$ cat config.mk
export PLATFORM = sky130hd
export DESIGN_NAME = per_req_fifo
export DESIGN_NICKNAME = d
export VERILOG_FILES = /design/src/rtl/per_req_fifo.sv
export SDC_FILE = /design/constraint.sdc
export NUM_CORES = 1
export LEC_CHECK = 0
export CAP_MARGIN = 5
export CELL_PAD_IN_SITES_DETAIL_PLACEMENT = 0
export CELL_PAD_IN_SITES_GLOBAL_PLACEMENT = 1
export CORE_MARGIN = 3
export CORE_UTILIZATION = 35
export CTS_CLUSTER_DIAMETER = 100
export DETAILED_ROUTE_END_ITERATION = 7
export GPL_ROUTABILITY_DRIVEN = 0
export PLACE_DENSITY = 0.74
export SETUP_SLACK_MARGIN = 0.3
export SLEW_MARGIN = 20
export SYNTH_ARGS = -nofsm -noshare
export SYNTH_HDL_FRONTEND = slang
export SYNTH_SLANG_ARGS = --single-unit
$ cat constraint.sdc
create_clock -name clk_i -period 8.1 [get_ports clk_i]
set_input_delay 2.43 -clock clk_i [delete_from_list [all_inputs] [get_ports clk_i]]
set_output_delay 2.43 -clock clk_i [all_outputs]
set_load 0.01 [all_outputs]
$ cat src/rtl/per_req_fifo.sv
// Peripheral request FIFO with outstanding-request limit and a
// registered response path toward the upstream requester.
module per_req_fifo #(
   parameter int DEPTH      = 2,
   parameter int ADDR_WIDTH = 32,
   parameter int DATA_WIDTH = 32,
   parameter int ID_WIDTH   = 5,
   parameter int MAX_OUTST  = 8
) (
   input  logic                    clk_i,
   input  logic                    rst_i,
   input  logic                    slv_req_i,
   input  logic [ADDR_WIDTH-1:0]   slv_add_i,
   input  logic                    slv_wen_i,
   input  logic [DATA_WIDTH-1:0]   slv_wdata_i,
   input  logic [DATA_WIDTH/8-1:0] slv_be_i,
   input  logic [ID_WIDTH-1:0]     slv_id_i,
   input  logic [5:0]              slv_atop_i,
   output logic                    slv_gnt_o,
   output logic                    slv_r_valid_o,
   output logic                    slv_r_opc_o,
   output logic [ID_WIDTH-1:0]     slv_r_id_o,
   output logic [DATA_WIDTH-1:0]   slv_r_rdata_o,
   output logic                    mst_req_o,
   output logic [ADDR_WIDTH-1:0]   mst_add_o,
   output logic                    mst_wen_o,
   output logic [DATA_WIDTH-1:0]   mst_wdata_o,
   output logic [DATA_WIDTH/8-1:0] mst_be_o,
   output logic [ID_WIDTH-1:0]     mst_id_o,
   output logic [5:0]              mst_atop_o,
   input  logic                    mst_gnt_i,
   input  logic                    mst_r_valid_i,
   input  logic                    mst_r_opc_i,
   input  logic [ID_WIDTH-1:0]     mst_r_id_i,
   input  logic [DATA_WIDTH-1:0]   mst_r_rdata_i,
   output logic                    busy_o
);

   localparam int PW = $clog2(DEPTH);
   localparam int OW = $clog2(MAX_OUTST + 1);
   localparam int BW = DATA_WIDTH / 8;
   localparam int EW = ADDR_WIDTH + 1 + DATA_WIDTH + BW + ID_WIDTH + 6;

   logic [PW:0]   wptr;
   logic [PW:0]   rptr;
   logic [OW-1:0] outst;
   logic [EW-1:0] mem [DEPTH];
   logic          full;
   logic          empty;
   logic          push;
   logic          pop;

   assign empty = (wptr == rptr);
   assign full  = (wptr[PW] != rptr[PW]) &&
                  (wptr[PW-1:0] == rptr[PW-1:0]);

   assign slv_gnt_o = !full;
   assign push      = slv_req_i && !full;
   assign mst_req_o = !empty && (outst < OW'(MAX_OUTST));
   assign pop       = mst_req_o && mst_gnt_i;

   assign {mst_add_o, mst_wen_o, mst_wdata_o,
           mst_be_o, mst_id_o, mst_atop_o} = mem[rptr[PW-1:0]];

   // Storage needs no reset: nothing reads it while the pointers say empty.
   always_ff @(posedge clk_i) begin
      if (push) begin
         mem[wptr[PW-1:0]] <= {slv_add_i, slv_wen_i, slv_wdata_i,
                               slv_be_i, slv_id_i, slv_atop_i};
      end
   end

   always_ff @(posedge clk_i) begin
      if (rst_i) begin
         wptr <= '0;
         rptr <= '0;
      end else begin
         if (push) wptr <= wptr + 1'b1;
         if (pop)  rptr <= rptr + 1'b1;
      end
   end

   // A response with nothing outstanding (e.g. after reset) saturates at 0.
   always_ff @(posedge clk_i) begin
      if (rst_i) begin
         outst <= '0;
      end else begin
         unique case ({pop, mst_r_valid_i})
            2'b10:   outst <= outst + 1'b1;
            2'b01:   if (outst != '0) outst <= outst - 1'b1;
            default: outst <= outst;
         endcase
      end
   end

   always_ff @(posedge clk_i) begin
      if (rst_i) slv_r_valid_o <= 1'b0;
      else       slv_r_valid_o <= mst_r_valid_i;
   end

   always_ff @(posedge clk_i) begin
      slv_r_opc_o   <= mst_r_opc_i;
      slv_r_id_o    <= mst_r_id_i;
      slv_r_rdata_o <= mst_r_rdata_i;
   end

   assign busy_o = !empty || (outst != '0) || slv_r_valid_o;

endmodule

==> flow_summary.json <==
{
  "run_status": "completed",
  "switchingPower_w": 0.000840,
  "antenna_left": 0,
  "grt_pass1_vias": 4309,
  "clockBufferDepth": 3,
  "syn_area_um2": 7080,
  "drive_above_1_share": 0.203,
  "postCtsSetupRepairBufs": 0,
  "cts.clk_slew.worst_paths_ns": 0.06,
  "dp_hpwl_mm": 10.5,
  "cp-end-kind": "primary output",
  "grt_max_degree": 81,
  "die_w_um": 148,
  "viasPerCell": 4.43,
  "clock-sinks": 208,
  "min_period_over_period": 0.587,
  "relSlewSlack": 0.569,
  "antennaDiodeCount": 0,
  "rrSetupSlack_ns": 5.52,
  "clock_latency_ns": 0.49,
  "areaGrowthSynthToFinish_pct": 49.8,
  "top_level_ports": 245,
  "ys_ff_latch": 208,
  "die_h_um": 148,
  "worstPathMaxFanout": 51,
  "port_buffers": 244,
  "p_int_w": 0.00247,
  "tightest_slew_ns": 0.647,
  "num_vias": 3950,
  "postSynthCellCount": 349,
  "path_cells": "buf_16 -> mux2_2 -> clkdlybuf4s50_1",
  "mostFrequentLayoutCells": "clkdlybuf4s50_1, edfxtp_1, mux2_2",
  "worstHoldPathType": "reg -> reg",
  "setup_tns_ns": 0,
  "cpPeakStageDelay_ns": 0.63,
  "crit_type": "reg -> out",
  "cap_viol_max_count": 0,
  "htreeDepth": 1,
  "crit_required_ns": 5.67,
  "fmax_ghz": 0.210,
  "cts-resized-gates": 0,
  "vdd_drop_max_v": 0.000156,
  "drt_wl_total_mm": 15.1,
  "p_seq_frac": 0.421,
  "core.rowCount": 51,
  "start_kind": "flip-flop",
  "drt-pass1-iter-count": 4,
  "grt_pass1_wl_mm": 23.1,
  "cp.arrival_ns": 2.32,
  "postCtsHoldBufs": 0,
  "syn_nets": 473,
  "leakage_nw": 3.69,
  "synth_area_per_cell_um2": 20.3,
  "nFillCells": 1607,
  "cts_buffers": 22,
  "routedWlPerCell_um": 17.0,
  "clock_skew_ns": 0.0120,
  "final_hold_viol_count": 0,
  "cellPowerDensity_nw_per_um2": 312,
  "cts_root_buffer": "clkbuf_16",
  "period_needed_ns": 4.75,
  "slowest_stage": "dfxtp_4",
  "rsz0062_at_grt": "no",
  "synth.distinct_cells": 29,
  "path_buf_inv": 2,
  "p_sw_frac": 0.254,
  "drt_drc_violations_left": 0,
  "nets": 734,
  "ys_seq_area_frac": 0.814,
  "ys_warn_count": 0,
  "grt_usage": 0.132,
  "antenna_found_initial": 0,
  "grt_overflow_total": 0,
  "core_area_um2": 19700,
  "hold_ws_ns": 0.536,
  "die-area_um2": 22000,
  "final_common_cell": "clkdlybuf4s50_1",
  "initial_core_util": 0.360,
  "drt_iter0_drc": 225,
  "pwr-share-comb": 0.288,
  "slew_viol_final": 0,
  "cpLargestDelayFamily": "buffers and inverters",
  "setup_viol": 0,
  "tritoncts": "built",
  "pwr-share-clk": 0.292
}
-- tightest hold or removal path: cells and delay by family, from the launching register on --
| family | cells | cell delay [ns] |
|---|---|---|
| AOI/OAI and AO/OA | 2 | 0.14 |
| DFF | 1 | 0.34 |
-- final timing paths --
kind                                 from               to  depth (start not counted)
worst min register to register   outst[3]         outst[3]                          2
worst min-delay path             outst[3]         outst[3]                          2
worst max-delay path            flip-flop  mst_wdata_o[24]                          3
worst max register to register    wptr[0]        mem[0][2]                          5
-- state kept, by name, indices dropped and copies added (netlist names), named ones only --
signal	cells
rptr	2
outst	4
slv_r_rdata_o	32
slv_r_valid_o	1
slv_r_id_o	5
wptr	2
slv_r_opc_o	1
mem	160
-- per-stage QoR --
step / total power [W] / util / instances / worst slack, ns / area, µm²
after global placement: 0.00235 / 0.501 / 849 / 3.04 / 9840
after floorplan: 0.00187 / - / 349 / 1.68 / 7080
after CTS: 0.00335 / 0.537 / 889 / 3.10 / 10600
after global routing: 0.00347 / 0.540 / 891 / 3.23 / 10600
after detailed placement: 0.00237 / 0.501 / 849 / 2.89 / 9840
final: 0.00331 / 0.540 / 891 / 3.35 / 10600
-- cell usage after synthesis --
library cell,count,area [µm²]
and4b_1,1,10.0
clkbuf_1,10,37.5
o31ai_1,1,7.51
a211oi_1,1,7.51
edfxtp_1,160,4800
nand2_1,2,7.51
xnor2_2,2,32.5
inv_1,3,11.3
and2b_2,1,8.76
nand3b_1,1,7.51
mux2_2,80,901
or4_1,2,15.0
o21ai_0,1,5.00
mux2_1,1,11.3
nor3_1,2,10.0
nor2_1,8,30.0
nor2b_1,4,25.0
xnor2_1,3,26.3
dfxtp_1,48,961
a21oi_1,2,10.0
mux2i_1,1,10.0
a21oi_4,1,16.3
nand2b_1,3,18.8
o211ai_1,1,7.51
ha_1,1,12.5
buf_2,1,5.00
mux2_4,2,30.0
xor2_1,5,43.8
o32ai_1,1,8.76
-- routing by layer --
layer	global-route usage	vias up	wire [µm]
li1	-	1857	-
met5	0	-	0
met2	0.230	193	7600
met1	0.148	1874	5630
met4	0.0420	0	319
met3	0.0530	26	1590
-- power by group through the flow --
| stage | registers (W) | clock network, W | logic [W] |
|---|---|---|---|
| floorplan | 0.00139 | 0 | 0.000479 |
| global placement | 0.00145 | 0 | 0.000902 |
| detailed placement | 0.00146 | 0 | 0.000908 |
| CTS | 0.00144 | 0.000997 | 0.000915 |
| global route | 0.00141 | 0.00105 | 0.00102 |
| finish | 0.00139 | 0.000964 | 0.000953 |
-- area by class of cell --
type                    instances  area (µm²)  share of cell area
inverters                       3        12.5             0.00118
well taps                     265         332              0.0313
multi-input cells             127        1270               0.120
clock buffers                  35         692              0.0652
clock inverters                 5        28.8             0.00271
flip-flops and latches        208        5770               0.544
repair buffers                248        2500               0.236
-- cell families after synthesis --
group,after synthesis,share of synthesized area
AND/OR/NAND/NOR,24,0.0187
buffers and inverters,14,0.00760
XOR/XNOR,10,0.0145
multiplexers,84,0.134
AO/OA/AOI/OAI,8,0.00884
flip-flops,208,0.814
adder cells (fa/ha/maj),1,0.00177
No activity file was read; power rests on OpenSTA's default activity.
